[src/rtl/reg_pipe_mux_param.sv]
// Purpose: parametrised register pipeline / bypass mux with sync clear, per-stage valid and occupancy count.
// Latency: DEPTH clken-qualified edges from a to b (DEPTH=0 is a combinational wire-through).
// Backpressure: none; a full pipe keeps shifting while the oldest word leaves on b.
module reg_pipe_mux_param #(
   parameter int unsigned      WIDTH     = 48,
   parameter int unsigned      DEPTH     = 1,
   parameter logic [WIDTH-1:0] RESET_VAL = '0,
   parameter int unsigned      CNT_W     = (DEPTH < 1) ? 1 : $clog2(DEPTH + 1)
) (
   input  logic             clk,
   input  logic             reset,
   input  logic             clken,
   input  logic             sclr,
   input  logic [WIDTH-1:0] a,
   input  logic             a_valid,
   output logic [WIDTH-1:0] b,
   output logic             b_valid,
   output logic [CNT_W-1:0] fill_cnt,
   output logic             full,
   output logic             empty
);

   generate
      if (DEPTH == 0) begin : g_bypass
         // No storage: the pipe is always both empty and full, and clock,
         // clear and reset cannot touch the through path.
         assign b        = a;
         assign b_valid  = a_valid;
         assign fill_cnt = '0;
         assign empty    = 1'b1;
         assign full     = 1'b1;
      end else begin : g_pipe
         logic [WIDTH-1:0] s_q [DEPTH];
         logic [DEPTH-1:0] v_q;
         logic [CNT_W-1:0] cnt_q;
         logic [CNT_W-1:0] cnt_d;

         // Occupancy tracks entries minus exits; a simultaneous valid entry
         // and valid exit cancel so the count never leaves 0..DEPTH.
         always_comb begin
            cnt_d = cnt_q;
            if (a_valid && !v_q[DEPTH-1]) begin
               cnt_d = cnt_q + 1'b1;
            end else if (!a_valid && v_q[DEPTH-1]) begin
               cnt_d = cnt_q - 1'b1;
            end
         end

         // Data/valid shift register: reset, then sclr, then clken; data moves
         // even for invalid slots so the bubble pattern is preserved.
         always_ff @(posedge clk or negedge reset) begin
            if (!reset) begin
               for (int i = 0; i < int'(DEPTH); i++) begin
                  s_q[i] <= RESET_VAL;
               end
               v_q <= '0;
            end else if (sclr) begin
               for (int i = 0; i < int'(DEPTH); i++) begin
                  s_q[i] <= RESET_VAL;
               end
               v_q <= '0;
            end else if (clken) begin
               s_q[0] <= a;
               v_q[0] <= a_valid;
               for (int i = 1; i < int'(DEPTH); i++) begin
                  s_q[i] <= s_q[i-1];
                  v_q[i] <= v_q[i-1];
               end
            end
         end

         // Occupancy counter follows the same priority as the stages it counts.
         always_ff @(posedge clk or negedge reset) begin
            if (!reset) begin
               cnt_q <= '0;
            end else if (sclr) begin
               cnt_q <= '0;
            end else if (clken) begin
               cnt_q <= cnt_d;
            end
         end

         assign b        = s_q[DEPTH-1];
         assign b_valid  = v_q[DEPTH-1];
         assign fill_cnt = cnt_q;
         assign full     = (cnt_q == CNT_W'(DEPTH));
         assign empty    = (cnt_q == '0);
      end
   endgenerate

endmodule

[config.mk]
export PLATFORM = sky130hd
export DESIGN_NAME = reg_pipe_mux_param
export DESIGN_NICKNAME = d
export VERILOG_FILES = /design/src/rtl/reg_pipe_mux_param.sv
export SDC_FILE = /design/constraint.sdc
export NUM_CORES = 1
export LEC_CHECK = 0
export CAP_MARGIN = 20
export CORE_MARGIN = 2
export CORE_UTILIZATION = 37
export CTS_BUF_LIST = sky130_fd_sc_hd__clkbuf_4
export DETAILED_ROUTE_END_ITERATION = 10
export PLACE_DENSITY = 0.78
export SYNTH_ARGS = -nofsm -noshare
export SYNTH_HDL_FRONTEND = slang
export SYNTH_SLANG_ARGS = --single-unit
[constraint.sdc]
create_clock -name clk -period 1 [get_ports clk]
set_input_delay 0.3 -clock clk [delete_from_list [all_inputs] [get_ports clk]]
set_output_delay 0.3 -clock clk [all_outputs]
set_load 0.1 [all_outputs]
==> results of run 1 <==
logic make-up after synthesis:
logic type             after synthesis  synth area share, %
XOR/XNOR                             1               0.4202
flip-flops                          50                60.02
multiplexers                        49                23.53
AND/OR/NAND/NOR                     50                9.004
AO/OA/AOI/OAI                        2               0.7805
buffers and inverters               14                6.242
what timing repair did:
action | 4_1_cts | 5_1_grt
setup endpoints to repair | 53 | 53
buffers inserted | 3 | 2
pin swaps | 1 | 0
hold buffers | 1 | 0
gates resized for setup | 2 | 0
hold endpoints to repair | 50 | 0
placed cells by master (no fill, tap or decap), types with 2 or more instances in the layout:
cell type	instances
buf_12	57
nor2_1	50
mux2i_1	49
dfrtp_2	49
clkdlybuf4s50_1	49
buf_4	6
clkbuf_4	5
buf_2	3
clkinv_2	2
worst min path at each step:
stage	from	to	slack (ns)
after floorplan	reset	b[0]	0.004
after global placement	reset	b[42]	0.32
after detailed placement	reset	b[42]	0.32
after CTS	sclr	b[45]	0.35
after global routing	sclr	b[45]	0.36
final	sclr	b[45]	0.36
sequential cells by signal, indices dropped and copies added (netlist names):
register / flops
fill_cnt: 1
b: 48
b_valid: 1
power groups by stage:
stage               clock network [mW]  registers [mW]  logic (mW)
global placement                     0            2.33        2.03
floorplan                            0            3.12       0.351
detailed placement                   0            2.34        2.05
finish                            1.14            2.30        2.07
CTS                               1.20            2.30        2.07
global route                      1.27            2.31        2.14
worst reg2reg max path, cell delays in order, from the launching register on:
cell and delay (ns):
dfrtp_4 0.51, clkinvlp_4 0.13, buf_4 0.14, buf_4 0.12
a211oi_2 0.14, a31o_2 0.12
through the flow:
| step | std cells | utilization (%) |
|---|---|---|
| 2_1_floorplan | 166 | - |
| 3_3_place_gp | 336 | 69.14 |
| 3_5_place_dp | 336 | 69.14 |
| 4_1_cts | 348 | 71.35 |
| 5_1_grt | 350 | 71.63 |
| 6_report | 350 | 71.63 |
per-layer routing:
metal,track usage [%],vias up,part of all wire (%)
met5,0,-,0
met3,5.227,6,6.6
met2,30.08,59,52
li1,-,764,-
met4,5.172,0,1.2
met1,22.78,779,40
cell type report:
| type | count | area share (%) |
|---|---|---|
| Timing Repair Buffer | 117 | 43.70 |
| Multi-Input combinational cell | 102 | 18.26 |
| Clock buffer | 5 | 0.9575 |
| Inverter | 1 | 0.1915 |
| Sequential cell | 50 | 33.58 |
| Tap cell | 72 | 2.298 |
| Clock inverter | 3 | 1.021 |
==> impl_metrics.yaml, run 1 <==
outcome:
  status: "finished with violations"
  violations: "setup timing"
setup_path:
  reg2reg_from: "fill_cnt"
  r2r_end: "fill_cnt"
  crit_chain: "clkinvlp_4, buf_12"
  critical-path-max-stage-delay_ns: 0.56
  critPathRequiredTime_ns: 0.70
  cp-start-kind: "flop"
  startpoint: "fill_cnt"
  worst_setup_path_end_kind: "output port"
  crit_slowest_cell: "dfrtp_4"
  criticalPathCategory: "flop to output port"
  r2r_cells: 5
  crit_cells: 2
  crit_family: "flip-flops"
  worst-endpoint-arrival_ns: 1.20
  critPathBufInv: 2
  worstPathMaxFanout: 4
  rrSetupSlack_ns: -0.21
  crit_end: "empty"
logic_synthesis:
  synthCells: 166
  avgSynthCellArea_sq_um: 12.56
  netlist.area_leader.share_pct: 60.02
  ys_seq_elements: 50
  ys_types: 12
  ys_top_cells_by_area: "dfrtp_1 60%, mux2i_1 24%, nor2_1 9.0%"
  synth_nets: 219
  synth_enable_flop_cells: 0
  netlist_area_sq_um: 2084
  synthFlopType: "dfrtp_1"
  ys_seq_area_share_pct: 60.02
  yosysWarnings: 0
  async_flop_share_pct: 100.0
  synth_top_cell_by_area: "dfrtp_1"
  synthTopCellsByCount: "50 x dfrtp_1, 50 x nor2_1, 49 x mux2i_1, 5 x buf_8, 3 x clkbuf_1"
clock_network:
  max-clock-path-buffers: 2
  clkLatencyLatePin_ns: 0.35
  cts.htree.levels: 2
  clk_transition_reported_paths_ns: 0.14
  cts_tree: "built"
  root_buffer: "clkbuf_4"
  cts_made_buffers: 5
  clock-sinks: 50
floorplan:
  io_pins: 105
  dieArea_sq_um: 6250
  initial_core_util_pct: 38.09
  die_w_um: 79.06
  die_h_um: 79.06
  fp-row-count: 27
  fp.coreArea_sq_um: 5473
global_routing:
  grt_start_max_net_pins: 51
  track_usage_pct: 18.01
  grt_pass1_vias: 1782
  antenna_found_initial: 0
  grt-ovfl-total: 0
  grt_pass1_wl_um: 8728
power_and_ir_drop:
  power_mw: 5.502
  clkPwrFrac_pct: 20.7
  switchingPower_mw: 1.989
  swShare_pct: 36.15
  power_density_nw_per_um2: 1403
  pwr-share-seq_pct: 41.7
  pwr-share-comb_pct: 37.5
  intPower_mw: 3.513
  peakVddDrop_mv: 0.8337
  power.leakage_nw: 1.763
job:
  cap_viol_max_count: 0
route:
  viasPerCell: 4.594
  routed_wl_um: 5224
  firstDrtPassIters: 4
  ant_nets: 0
  num_vias: 1608
  drt_iter0_markers: 65
  drcViolationCount: 0
  wire_per_inst_um: 14.93
sta:
  fin_crit_ns: 1.497
  fin_ws_ns: -0.4975
  worstMarginPinSlew_ns: 0.2702
  hold_ws_ns: 0.3562
  final_max_slew_viol_count: 0
  fmax_mhz: 667.8
  rsz0062_at_grt: "true"
  max_slew_margin_pct: 81.98
  fin_skew_ns: 0.0001515
  fin_tns_setup_ns: -14.85
  hold_viol: 0
  period_share_pct: 149.7
  final-setup-viol-count: 54
hold_path:
  worstHoldPathType: "input pin to flop"
  worstHoldPathCells: 3
final_layout:
  fin_area_sq_um: 3920
  seq_area_sq_um: 1316
  syn2layout_area_growth_pct: 88.06
  drive_gt1_share_pct: 46.40
  final_nets: 330
  fillCellCount: 398
  multi_input_area_sq_um: 715.7
  antenna-diode-count: 0
placement:
  place_congestion: 0.6935
  place_area_sq_um: 3784
  hpwl_um: 3923
  portBuffers: 104
  preCtsSetupSlack_ns: -0.4822
Note: power is estimated with default switching activity, not from simulation.
==> inputs of run 2 (changes only) <==
- REMOVE_ABC_BUFFERS: not set -> 1
==> run 2 against run 1 <==
  * The flow still finishes with violations (setup timing)
  * Worst hold slack worse by 0.040 ns
  * Critical path depth stayed put
  * Sequential share of layout area decreased by 1.3 points
  * Flip-flop and latch count did not move
  * Clock power is 22% lower
  * Die area is the same
  * Via count is 4.4% higher
  * Fmax is 6.9% higher
  * Clock skew increased by 0.0079 ns
  * Count of clock-buffer cells in the layout grew 1
  * Critical path type unchanged
  * Critical endpoint is now full
  * Largest power group unchanged
==> impl_metrics.yaml, run 2 (synthesized netlist as in run 1, its figures left out) <==
setup_path:
  reg2reg_from: "b[22]"
  r2r_end: "b[22]"
  worst_setup_path_end_kind: "output port"
  critical-path-max-stage-delay_ns: 0.44
  crit_end: "full"
  criticalPathCategory: "flop to output port"
  rrSetupSlack_ns: -0.07
  critPathRequiredTime_ns: 0.70
  startpoint: "fill_cnt"
  worstPathMaxFanout: 3
  r2r_cells: 4
  cp-start-kind: "flop"
  worst-endpoint-arrival_ns: 1.10
  crit_slowest_cell: "dfrtp_1"
  crit_chain: "buf_6, buf_12"
global_routing:
  track_usage_pct: 17.98
  grt_pass1_wl_um: 8749
  grt-ovfl-total: 0
  grt_pass1_vias: 1811
  grt_start_max_net_pins: 51
  antenna_found_initial: 0
placement:
  portBuffers: 104
  dpl.cell_count: 337
  hpwl_um: 4025
  place_congestion: 0.7032
  preCtsSetupSlack_ns: -0.4251
final_layout:
  final_cell_mix: "56 x buf_12, 50 x nor2_1, 50 x dfrtp_1"
  final_common_cell: "buf_12"
  stdcell_count: 359
  largest_reg_flops: 48
  antenna-diode-count: 0
  final_nets: 339
  drive_gt1_share_pct: 29.62
  syn2layout_area_growth_pct: 86.13
sta:
  worstMarginPinSlew_ns: 0.2687
  rsz0062_at_grt: "true"
  max_slew_margin_pct: 82.09
  hold_viol: 0
  fin_skew_ns: 0.008055
  final_max_slew_viol_count: 0
  fin_ws_ns: -0.4002
  fin_crit_ns: 1.400
  final-setup-viol-count: 54
  period_share_pct: 140.0
  fmax_mhz: 714.2
floorplan:
  die_w_um: 79.06
  fp.coreArea_sq_um: 5473
  die_h_um: 79.06
  io_pins: 105
  initial_core_util_pct: 38.09
  dieArea_sq_um: 6250
  fp-row-count: 27
clock_network:
  clock-sinks: 50
  max-clock-path-buffers: 2
  clkLatencyLatePin_ns: 0.35
  cts.htree.levels: 2
  clk_transition_reported_paths_ns: 0.13
  cts_made_buffers: 5
  root_buffer: "clkbuf_4"
  cts_tree: "built"
route:
  ant_nets: 0
  num_vias: 1679
  firstDrtPassIters: 4
  drt_iter0_markers: 77
  routed_wl_um: 5418
  wire_per_inst_um: 15.09
  drcViolationCount: 0
  viasPerCell: 4.677
hold_path:
  worstHoldPathType: "input pin to flop"
outcome:
  violations: "setup timing"
  status: "finished with violations"
power_and_ir_drop:
  power_density_nw_per_um2: 1353
  peakVddDrop_mv: 0.9394
  power.leakage_nw: 1.878
  power_mw: 5.248
job:
  cap_viol_max_count: 0
## run 2: cell type report
type                       count  area, sq um
clock buffer                   6        45.04
clock inverter                 2        8.758
fill                         399         1593
inverter                       1        3.754
multi-input combinational    102        703.2
sequential                    50         1251
tap                           72        90.09
timing repair buffer         126         1778
## run 2: routing by layer
metal | vias up | part of all wire [%] | GRT usage [%]
li1 | 787 | - | -
met1 | 805 | 38 | 21.32
met2 | 72 | 51 | 31.10
met3 | 15 | 8.0 | 5.114
met4 | 0 | 3.1 | 6.552
met5 | - | 0 | 0
## run 2: how the worst min path moves through the flow
stage	to	cells past startpoint	slack, ns	startpoint
6_report	b_valid	3	0.32	a_valid
2_1_floorplan	b[0]	0	0.004	reset
4_1_cts	fill_cnt	3	0.35	sclr
5_1_grt	b_valid	3	0.32	a_valid
3_5_place_dp	b[5]	2	0.31	reset
3_3_place_gp	b[5]	2	0.31	reset
## run 2: worst max-delay path, delay by kind of cell (launching register included)
kind | cells | cell delay [ns]
buffers and inverters | 2 | 0.31
flip-flops | 1 | 0.44
## run 2: through the flow
step                area, sq um  setup TNS, ns  util (%)  hold WS, ns
global route               3880         -17.32     70.90       0.3214
floorplan                  1958         -25.95         -     0.004409
detailed placement         3705         -3.577     67.70       0.3098
finish                     3880         -14.55     70.90       0.3167
global placement           3705         -2.551     67.70       0.3111
CTS                        3859         -15.66     70.51       0.3459
## run 2: timing repair
action	CTS	global route
hold buffers	1	0
gates resized for setup	3	2
endpoints found under the hold margin	50	0
buffers inserted	11	2
pin swaps	1	3
setup endpoints to repair	53	54
## run 2: report_power, final
| part | internal, mW | leakage, nW | switching (mW) | total, mW |
|---|---|---|---|---|
| clock network | 0.293 | 0.0331 | 0.595 | 0.888 |
| logic | 0.852 | 1.18 | 1.24 | 2.10 |
| registers | 2.14 | 0.664 | 0.128 | 2.26 |
